--- src/rtl/mips_fetch_pkg.sv ---
// Shared types and constants for the MIPS instruction-fetch front end.
package mips_fetch_pkg;

    localparam int INSTR_W = 32;
    localparam int PC_W    = 32;

    localparam logic [INSTR_W-1:0] NOP_INSTR = 32'h0000_0000;

    typedef enum logic {
        FS_IDLE,
        FS_WAIT
    } fetch_state_t;

    typedef struct packed {
        logic [INSTR_W-1:0] instr;
        logic [PC_W-1:0]    pc;
    } fetch_entry_t;

endpackage

--- src/rtl/fetch_fifo.sv ---
// Prefetch FIFO: power-of-2 depth, synchronous clear, occupancy count output.
module fetch_fifo #(
    parameter  int DEPTH = 4,
    parameter  int W     = 64,
    localparam int PW    = $clog2(DEPTH),
    localparam int CW    = PW + 1
) (
    input  logic          clk,
    input  logic          rst,
    input  logic          clr,
    input  logic          push,
    input  logic [W-1:0]  din,
    input  logic          pop,
    output logic [W-1:0]  dout,
    output logic [CW-1:0] count,
    output logic          empty
);

    localparam logic [PW-1:0] PTR_MASK = PW'(DEPTH - 1);

    logic [W-1:0]  mem [DEPTH];
    logic [PW-1:0] wr_ptr;
    logic [PW-1:0] rd_ptr;

    always_ff @(posedge clk) begin
        if (rst || clr) begin
            wr_ptr <= '0;
            rd_ptr <= '0;
            count  <= '0;
        end else begin
            if (push) wr_ptr <= (wr_ptr + 1'b1) & PTR_MASK;
            if (pop)  rd_ptr <= (rd_ptr + 1'b1) & PTR_MASK;
            case ({push, pop})
                2'b10:   count <= count + 1'b1;
                2'b01:   count <= count - 1'b1;
                default: count <= count;
            endcase
        end
    end

    // Storage needs no reset; the pointers alone define what is valid.
    always_ff @(posedge clk) begin
        if (push && !rst && !clr) mem[wr_ptr] <= din;
    end

    assign dout  = mem[rd_ptr];
    assign empty = (count == '0);

endmodule

--- src/rtl/mips_fetch_unit.sv ---
// Instruction-fetch front end: PC, single-outstanding imem requests, prefetch FIFO, redirects.
// Define FETCH_PERF_EN to add the perf_fetched / perf_dropped saturating counters.
module mips_fetch_unit
    import mips_fetch_pkg::*;
#(
    parameter int             DEPTH    = 4,
    parameter int             AW       = 32,
    parameter logic [AW-1:0]  RESET_PC = '0
) (
    input  logic               clk,
    input  logic               rst,
    output logic               imem_req,
    output logic [AW-1:0]      imem_addr,
    input  logic               imem_ack,
    input  logic [INSTR_W-1:0] imem_rdata,
    input  logic               redirect_valid,
    input  logic [AW-1:0]      redirect_pc,
    input  logic               out_ready,
    output logic               out_valid,
    output logic [INSTR_W-1:0] out_instr,
    output logic [AW-1:0]      out_pc,
    output logic [AW-1:0]      out_pc_plus4
`ifdef FETCH_PERF_EN
    ,
    output logic [31:0]        perf_fetched,
    output logic [31:0]        perf_dropped
`endif
);

    localparam int CW = $clog2(DEPTH) + 1;
    localparam int EW = INSTR_W + AW;

    fetch_state_t  state;
    logic [AW-1:0] fetch_pc;
    logic [AW-1:0] req_addr;
    logic          drop;

    logic [CW-1:0] count;
    logic          empty;
    logic [EW-1:0] head;
    logic [AW-1:0] head_pc;
    logic          issue, ack_w, push, pop;

    logic unused_pc_lsbs;
    assign unused_pc_lsbs = &{1'b0, redirect_pc[1:0]};

    // Nothing is outstanding in IDLE, so the room check reduces to the FIFO count.
    assign issue     = !rst && (state == FS_IDLE) && !redirect_valid && (count < CW'(DEPTH));
    assign ack_w     = (state == FS_WAIT) && imem_ack;
    assign push      = ack_w && !drop && !redirect_valid && !rst;
    assign out_valid = !empty && !redirect_valid;
    assign pop       = out_valid && out_ready;

    assign imem_req  = issue || (!rst && state == FS_WAIT);
    assign imem_addr = (state == FS_WAIT) ? req_addr : fetch_pc;

    always_ff @(posedge clk) begin
        if (rst) begin
            state    <= FS_IDLE;
            fetch_pc <= RESET_PC;
            req_addr <= RESET_PC;
            drop     <= 1'b0;
        end else begin
            if (redirect_valid) fetch_pc <= {redirect_pc[AW-1:2], 2'b00};
            else if (push)      fetch_pc <= fetch_pc + AW'(4);

            case (state)
                FS_IDLE: begin
                    if (issue) begin
                        state    <= FS_WAIT;
                        req_addr <= fetch_pc;
                    end
                end
                FS_WAIT: begin
                    if (imem_ack) begin
                        state <= FS_IDLE;
                        drop  <= 1'b0;
                    end else if (redirect_valid) begin
                        drop  <= 1'b1;
                    end
                end
                default: state <= FS_IDLE;
            endcase
        end
    end

    fetch_fifo #(.DEPTH(DEPTH), .W(EW)) u_fifo (
        .clk   (clk),
        .rst   (rst),
        .clr   (redirect_valid),
        .push  (push),
        .din   ({imem_rdata, req_addr}),
        .pop   (pop),
        .dout  (head),
        .count (count),
        .empty (empty)
    );

    assign head_pc      = head[AW-1:0];
    assign out_instr    = out_valid ? head[EW-1 -: INSTR_W] : NOP_INSTR;
    assign out_pc       = out_valid ? head_pc : '0;
    assign out_pc_plus4 = out_valid ? head_pc + AW'(4) : '0;

`ifdef FETCH_PERF_EN
    logic          drop_ack;
    logic [CW-1:0] flushed;
    logic [32:0]   drop_sum;

    // A redirect flushes every buffered entry; no pop can happen in that cycle.
    assign drop_ack = ack_w && (drop || redirect_valid);
    assign flushed  = redirect_valid ? count : '0;
    assign drop_sum = {1'b0, perf_dropped} + 33'(drop_ack) + 33'(flushed);

    always_ff @(posedge clk) begin
        if (rst) begin
            perf_fetched <= '0;
            perf_dropped <= '0;
        end else begin
            if (push && perf_fetched != '1) perf_fetched <= perf_fetched + 1'b1;
            perf_dropped <= drop_sum[32] ? '1 : drop_sum[31:0];
        end
    end
`endif

endmodule

--- config.mk ---
export PLATFORM = sky130hd
export DESIGN_NAME = mips_fetch_unit
export DESIGN_NICKNAME = d
export VERILOG_FILES = /design/src/rtl/mips_fetch_pkg.sv /design/src/rtl/fetch_fifo.sv /design/src/rtl/mips_fetch_unit.sv
export SDC_FILE = /design/constraint.sdc
export NUM_CORES = 1
export LEC_CHECK = 0
export BUFFER_PORTS_ARGS = -buffer_cell sky130_fd_sc_hd__buf_2
export CAP_MARGIN = 20
export CORE_MARGIN = 5
export CORE_UTILIZATION = 52
export DETAILED_ROUTE_END_ITERATION = 8
export PLACE_DENSITY = 0.76
export SLEW_MARGIN = 20
export SYNTH_ARGS = -nofsm -noshare
export SYNTH_HDL_FRONTEND = slang
export SYNTH_HIERARCHICAL = 1
export SYNTH_SLANG_ARGS = --single-unit
--- constraint.sdc ---
create_clock -name clk -period 3 [get_ports clk]
set_clock_uncertainty 0.15 [all_clocks]
set_input_delay 0 -clock clk [delete_from_list [all_inputs] [get_ports clk]]
set_output_delay 0 -clock clk [all_outputs]
set_load 0.03 [all_outputs]
# ---- Yosys cells after proc, flatten, opt, wreduce, memory -nomap -nowiden
# Memories as Yosys holds them, arrays and structs flattened. A register that Yosys moved wholly into a read port is not among the register bits.
# Index checks and enable logic that the tools add are counted.
dict set report op_classes {
  add_sub_neg 6
  n_lt_le_gt_ge 1
  eq_ne 2
  n_mux 16
  bitwise 1
  n_reduce_logical 25
}
# op n
set ops {}
lappend ops {{$mux 32} 6}
lappend ops {{$add 32x3->32 const B} 2}
lappend ops {{$logic_and 1x1->1} 12}
lappend ops {{$mux 1} 6}
lappend ops {{$pmux 3 s2} 1}
lappend ops {{$reduce_bool 2->1} 3}
lappend ops {{$add 2x1->2 const B} 2}
lappend ops {{$logic_not 1->1} 4}
lappend ops {{$mux 2} 2}
lappend ops {{$reduce_and 2->1} 2}
lappend ops {{$add 3x1->3 const B} 1}
lappend ops {{$logic_not 3->1} 1}
lappend ops {{$lt 3x3->1 const B} 1}
lappend ops {{$sub 3x1->3 const B} 1}
lappend ops {{$eq 2x1->1 const B} 1}
lappend ops {{$eq 2x2->1 const B} 1}
lappend ops {{$logic_or 1x1->1} 2}
lappend ops {{$pmux 1 s2} 1}
lappend ops {{$reduce_or 2->1} 1}
lappend ops {{$not 1->1} 1}
dict set report word_totals {
  regBits 73
  ramBits 256
  input_bits 69
  out_inout_bits 130
  elab_cells 60
  mem_count 1
}
# name words word_bits read_ports rd_clocked_by_memory_dff wr line_no
set memory_table {}
lappend memory_table {u_fifo.mem 4 64 1 1 1 fetch_fifo.sv:21} ;# logic [W-1:0] mem [DEPTH];

# ---- Depth between registers and ports, before layout
# Gate-level depths: netlist of the first run.
dict set report depth {
  word_depth 8
  mapped_depth 11
  mapped_depth_nobuf 10
}

# ---- By module
# The synthesis of the first run kept the hierarchy.
# module instances cells_each area_per_inst_um2 seq_area_each_um2
set by_module_without_submodules {}
lappend by_module_without_submodules {fetch_fifo 1 382 9748.1 7867.5}
lappend by_module_without_submodules {mips_fetch_unit 1 575 4331.7 1241.2}

# ---- Least setup slack after synthesis of the first run
# Ideal clock, no wire load.
dict set report synth_path {
  path_type {register to register}
  start {reg state}
  end {mem u_fifo.mem[0][0] (enable)}
  setup_ns 0.429
  arrival_ns 2.578
  required_time_ns 2.421
  path_slack_ns -0.158
  stages_incl_launch_ff 6
  path_buffers 1
  period_less_slack_ns 3.158
  path_cell_list {dfxtp_1 -> buf_4 -> and4bb_2 -> nand2_1 -> inv_1 -> and3_1}
}
dict set report synth_via {
  elab_chain_len 8
}
# item line_no
set synth_rtl {}
lappend synth_rtl {{start: declaration} mips_fetch_unit.sv:33} ;# fetch_state_t state;
lappend synth_rtl {{start signal: assignment} mips_fetch_unit.sv:59} ;# state <= FS_IDLE;
lappend synth_rtl {{start signal: assignment} mips_fetch_unit.sv:70} ;# state <= FS_WAIT;
lappend synth_rtl {{start signal: assignment} mips_fetch_unit.sv:76} ;# state <= FS_IDLE;
lappend synth_rtl {{$logic_and 1x1->1} mips_fetch_unit.sv:49} ;# assign ack_w = (state == FS_WAIT) && imem_ack;
lappend synth_rtl {{$logic_and 1x1->1 (3 in a row)} mips_fetch_unit.sv:50} ;# assign push = ack_w && !drop && !redirect_valid && !rst;
lappend synth_rtl {{net push} mips_fetch_unit.sv:42} ;# logic issue, ack_w, push, pop;
lappend synth_rtl {{$logic_and 1x1->1 (2 in a row)} fetch_fifo.sv:43} ;# if (push && !rst && !clr) mem[wr_ptr] <= din;
lappend synth_rtl {{$mux 1} fetch_fifo.sv:43}
lappend synth_rtl {{$mux 1 (implied by the code)} fetch_fifo.sv:43}
lappend synth_rtl {{end: declaration} fetch_fifo.sv:21}
# The timed path passes the listed nets, and every way through them passes these cells.

==> results of run 1 <==
==> worst paths after layout <==
kind                     start          endpoint  slack (ns)  depth (start not counted)
setup / recovery     flip-flop  out_pc_plus4[29]        0.06                          8
hold / removal             rst      req_addr[30]        0.08                          4
setup reg to reg         state       fetch_pc[2]        0.19                          8
hold reg to reg   req_addr[13]      req_addr[13]        0.37                          2
==> layout by cell type, fill, tap and decap left out, types with 19 or more instances in the layout <==
| cell | netlist | layout |
|---|---|---|
| clkbuf_16 | 0 | 35 |
| mux2_2 | 30 | 30 |
| nor2_1 | 67 | 66 |
| buf_4 | 5 | 42 |
| nand4_1 | 25 | 25 |
| o21ai_0 | 34 | 34 |
| a211oi_1 | 19 | 19 |
| buf_2 | 9 | 186 |
| dfxtp_1 | 71 | 69 |
| mux4_2 | 60 | 60 |
| xor2_1 | 41 | 40 |
| edfxtp_1 | 256 | 256 |
| nand2_1 | 88 | 88 |
| and2_1 | 67 | 67 |
| dlygate4sd3_1 | 0 | 98 |
==> registers in the layout, summed over array words and instances, names as in the netlist, named ones only <==
name           flops
u_fifo/wr_ptr      2
fetch_pc          30
req_addr          30
drop               1
u_fifo/mem       256
state              1
u_fifo/count       3
u_fifo/rd_ptr      2
==> area by class of cell <==
cell class | count | area [um^2] | area share
tap | 341 | 427 | 0.0239
timing repair buffer | 340 | 2460 | 0.138
inverter | 13 | 48.8 | 0.00274
sequential | 327 | 9120 | 0.512
clock inverter | 17 | 150 | 0.00843
clock buffer | 44 | 943 | 0.0529
multi-input combinational | 569 | 4680 | 0.262
==> timing repair <==
action,in CTS,in global routing
hold buffers,98,0
gates cloned,1,0
setup endpoints to repair,21,21
setup buffers,15,2
hold endpoints to repair,169,0
pin swaps,3,6
gates resized for setup,9,27
==> metrics by stage <==
step	hold slack, ns	utilization	setup WS (ns)
after floorplan	-0.0511	-	0.177
after global placement	0.0626	0.577	0.301
after detailed placement	0.0664	0.577	0.286
after CTS	0.0553	0.661	0.0000442
after global routing	0.0947	0.665	-0.121
final	0.0808	0.665	0.0602
==> routing by layer <==
| layer | global-route usage | vias to the layer above | share of wire |
|---|---|---|---|
| met2 | 0.353 | 388 | 0.50 |
| li1 | - | 4255 | - |
| met3 | 0.0376 | 50 | 0.072 |
| met5 | 0 | - | 0 |
| met1 | 0.295 | 4484 | 0.41 |
| met4 | 0.0596 | 0 | 0.022 |
==> where the power goes <==
group | internal, mW | switching, mW
Combinational | 0.233 | 0.266
Sequential | 4.92 | 0.0845
Clock | 2.41 | 1.66
Total | 7.56 | 2.01
==> worst max-delay path: stages (launching register included) <==
cell	delay, ns
dfxtp_4	0.38
buf_12	0.16
mux4_2	0.42
and4_4	0.27
and4_2	0.29
nand3_4	0.10
or3_1	0.34
a21oi_2	0.17
buf_6	0.15
==> cells by family after synthesis <==
| group | synth area share |
|---|---|
| adder cells (fa/ha/maj) | 0.00764 |
| flip-flops | 0.647 |
| multiplexers | 0.130 |
| AND/OR/NAND/NOR | 0.120 |
| XOR/XNOR | 0.0330 |
| buffers and inverters | 0.0289 |
| AO/OA/AOI/OAI | 0.0326 |
| other | 0.000266 |
==> metrics.txt, run 1 <==
Max Slew Vio Count=0; area grow syn2layout=26.6%; Inst Count DP=1474; clk root buf=clkbuf_16; final setup fails=0; Worst-path clk slew=0.06 ns; Synth Warn #=6; clock sinks=327; Critical Path AT=2.79 ns; RSZ-0062 raised after global routing=yes; final hold viol count=0; Area contributors post-synth=edfxtp_1, dfxtp_1, mux4_2; Critical Path Start Type=flip-flop; Filler Cell Count=1803; Iter 0 DRT Violations=769; Non-Filler Instances=1651; Worst Setup Path Type=flip-flop to primary output; die area=0.0305 mm^2; Routed Antenna Nets=0; Yosys reg bits=327; CTS buffer count=34; Placement Cell Area=0.0155 mm^2; critical path endpoint category=primary output; Max Root-Sink Buffers=3; Power Total=9.57 mW; Max Cap Viol=0; Max-slew headroom=0.607; detailed placement HPWL=20200 um; Post-Synthesis Cells=957; GR Util All Layers=0.214; predominant post-synthesis flop cell=edfxtp_1; Max Fanout on Critical Path=12; initial core utilization=0.525; HP Class=primary input to flip-flop; largest net degree at the start of global routing=67; P_leak=6.74 nW; Ports=199; initial antenna violation count=0; Setup TNS=0 ns; drt via density=5.56; min Tclk post-route=2.94 ns; most common cell in the synthesized netlist=edfxtp_1; Post-synth top cells=edfxtp_1, nand2_1, dfxtp_1; slew at the pin closest to its max-slew limit=0.590 ns; Syn Area/Cell=14.7 um^2; fin area=0.0178 mm^2; Routed WL=33000 um; WL per Instance=20.0 um; DRC=0; number of synthesized flops with an enable pin=256; first-pass GRT wire length=51700 um; status=completed; Inserted Diodes=0; Final #Nets=1362; number of placement rows=60; area leader, netlist=edfxtp_1; routability cong.=0.851; die span in y=175 um; Die Wd=175 um; VDD IR max=0.387 mV; fin crit share=0.980; Peak Freq=0.340 GHz; Synth Cell Area=0.0141 mm^2; layout cells sized above 1=0.314; DR vias=9177; Power Dens Cells=537 mW/mm^2; post-synth cell types=51; sequential fraction of the synthesis area=0.647; total iterations of the first detailed-routing run=5; vias in the first global route=9127; ys async rst share=0; CORE AREA=0.0268 mm^2; CTS tree=built; grt ovf=0; port bufs=194; area fraction of the dominant cell type after synthesis=0.546; # H-tree levels=2; Worst Path Required=2.85 ns; worst skew pair latency=0.50 ns
No activity file was read; power rests on OpenSTA's default activity.
==> run 2, diff against run 1 <==
--- a/config.mk
+++ b/config.mk
@@ -7,10 +7,12 @@
 export LEC_CHECK = 0
 export BUFFER_PORTS_ARGS = -buffer_cell sky130_fd_sc_hd__buf_2
 export CAP_MARGIN = 20
+export CELL_PAD_IN_SITES_DETAIL_PLACEMENT = 1
+export CELL_PAD_IN_SITES_GLOBAL_PLACEMENT = 1
 export CORE_MARGIN = 5
-export CORE_UTILIZATION = 52
+export CORE_UTILIZATION = 43
 export DETAILED_ROUTE_END_ITERATION = 8
-export PLACE_DENSITY = 0.76
+export PLACE_DENSITY_LB_ADDON = 0.1
 export SLEW_MARGIN = 20
 export SYNTH_ARGS = -nofsm -noshare
 export SYNTH_HDL_FRONTEND = slang
==> run 2 against run 1 <==
  * Sequential share of layout area down 0.72 points
  * Setup slack worse by 0.053 ns
  * Global-route usage down 2.0 points
  * Clock power up 10%
  * Cell count up 6.9%
  * Non-clock buffer count up 7
  * Hold slack better by 0.014 ns
  * Sequential cell count unchanged
  * Die area up 20%
  * Total power up 4.5%
  * Utilization down 11 points
  * Design area up 1.4%
==> metrics.txt, run 2 (synthesis gave the netlist of run 1 again) <==
Final #Nets=1372 (was 1362); first-pass GRT wire length=55400 um (was 51700 um); Inst Count DP=1581 (was 1474); Max-slew headroom=0.570 (was 0.607); layout cells sized above 1=0.317 (was 0.314); Max Slew Vio Count=0 (unchanged); largest registers=u_fifo/mem x256, fetch_pc x30, req_addr x30 (unchanged); slew at the pin closest to its max-slew limit=0.645 ns (was 0.590 ns); Critical Path AT=2.84 ns (was 2.79 ns); HP Class=primary input to flip-flop (unchanged); die span in y=191 um (was 175 um); total iterations of the first detailed-routing run=4 (was 5); final hold viol count=0 (unchanged); max reg flops=256 (unchanged); fin crit share=0.998 (was 0.980); Max Cap Viol=0 (unchanged); GR Util All Layers=0.194 (was 0.214); grt ovf=0 (unchanged); Peak Freq=0.334 GHz (was 0.340 GHz); Inserted Diodes=0 (unchanged); # H-tree levels=2 (unchanged); CTS tree=built (unchanged); Worst Setup Path Type=flip-flop to primary output (unchanged); Routed Antenna Nets=0 (unchanged); Critical Path Start Type=flip-flop (unchanged); largest net degree at the start of global routing=67 (unchanged); DR vias=9051 (was 9177); routability cong.=0.793 (was 0.851); Max Fanout on Critical Path=11 (was 12); Routed WL=35000 um (was 33000 um); Non-Filler Instances=1765 (was 1651); cell family with most CP delay=simple AND/OR/NAND/NOR gates (unchanged); slowest stage delay, CP=0.37 ns (was 0.42 ns); drt via density=5.13 (was 5.56); Placement Cell Area=0.0156 mm^2 (was 0.0155 mm^2); Power Total=10.0 mW (was 9.57 mW); most frequent cells in the layout=edfxtp_1, buf_2, dlygate4sd3_1, nand2_1, dfxtp_1 (unchanged); die area=0.0365 mm^2 (was 0.0305 mm^2); detailed placement HPWL=23000 um (was 20200 um); number of placement rows=66 (was 60); Iter 0 DRT Violations=425 (was 769); Setup TNS=0 ns (unchanged); CP max stage cell=mux4_2 (unchanged); Power Dens Cells=553 mW/mm^2 (was 537 mW/mm^2); initial antenna violation count=0 (unchanged); initial core utilization=0.434 (was 0.525); final setup fails=0 (unchanged); port bufs=194 (unchanged); clock sinks=327 (unchanged); Die Wd=191 um (was 175 um); Worst-path clk slew=0.05 ns (was 0.06 ns); Buf+Inv Stages, Crit Path=3 (was 2); clk root buf=clkbuf_16 (unchanged); Max Root-Sink Buffers=3 (unchanged); worst skew pair latency=0.52 ns (was 0.50 ns); DRC=0 (unchanged); P_leak=6.81 nW (was 6.74 nW); most common cell after layout, fill and taps aside=edfxtp_1 (unchanged); area grow syn2layout=28.4% (was 26.6%); critical path endpoint category=primary output (unchanged); WL per Instance=19.9 um (was 20.0 um); Largest Register=u_fifo/mem (unchanged); CTS buffer count=37 (was 34); fin area=0.0181 mm^2 (was 0.0178 mm^2); crit path cell chain=buf_12, mux4_2, nand4_1, nor4_4, buf_4, nand3_4, or3_4, a21oi_2, buf_6 (was buf_12, mux4_2, and4_4, and4_2, nand3_4, or3_1, a21oi_2, buf_6); Worst Path Required=2.85 ns (about the same); VDD IR max=0.417 mV (was 0.387 mV); min Tclk post-route=2.99 ns (was 2.94 ns); Ports=199 (unchanged); status=completed (unchanged); Layout Utilization=0.557 (was 0.665); vias in the first global route=9864 (was 9127); CORE AREA=0.0325 mm^2 (was 0.0268 mm^2); RSZ-0062 raised after global routing=yes (unchanged)
-- run 2: layout make-up --
type	count	area, um^2
fillers	3177	14400
flip-flops and latches	327	9120
inverters	13	48.8
repair buffers	347	2500
clock buffers	48	1020
well taps	442	553
clock inverters	19	198
multi-input cells	569	4640
-- run 2: where the power goes --
part | internal [mW] | leakage [nW] | total [mW] | switching, mW
Sequential | 4.92 | 3.06 | 5.01 | 0.0850
Combinational | 0.235 | 3.16 | 0.504 | 0.269
Clock | 2.74 | 0.589 | 4.49 | 1.74
-- run 2: what timing repair did --
item / in CTS / in global routing
setup buffers: 10 / 7
endpoints found under the setup margin: 22 / 23
gates cloned: 1 / 0
gates resized for setup: 15 / 32
hold buffers: 99 / 0
pin swaps: 5 / 8
endpoints found under the hold margin: 169 / 0
-- run 2: per-stage QoR --
step / worst slack (ns) / hold slack (ns)
after floorplan: 0.177 / -0.0511
after global placement: 0.319 / 0.0651
after detailed placement: 0.346 / 0.0695
after CTS: 0.00236 / 0.0701
after global routing: -0.133 / 0.0910
final: 0.00718 / 0.0948
-- run 2: worst paths after layout --
| path | start | end | slack (ns) | cells past startpoint |
|---|---|---|---|---|
| setup / recovery | flip-flop | out_pc_plus4[31] | 0.007 | 9 |
| hold / removal | imem_rdata[28] | u_fifo/mem[1][60] | 0.09 | 2 |
| setup reg to reg | state | fetch_pc[3] | 0.14 | 8 |
| hold reg to reg | fetch_pc[13] | req_addr[13] | 0.37 | 2 |
-- run 2: worst register-to-register path, stage by stage, from the launching register on --
cell,delay (ns)
dfxtp_1,0.38
buf_6,0.34
and3b_1,0.42
nand2_1,0.09
a21oi_1,0.14
a21oi_1,0.06
dlygate4sd3_1,0.56
nor2_1,0.10
dlygate4sd3_1,0.56
-- run 2: routing by layer --
layer | vias up | GRT usage | wire (um)
met2 | 208 | 0.316 | 16600
met1 | 4521 | 0.278 | 16200
met4 | 0 | 0.0464 | 625
met3 | 45 | 0.0278 | 1630
met5 | - | 0 | 0
li1 | 4277 | - | -
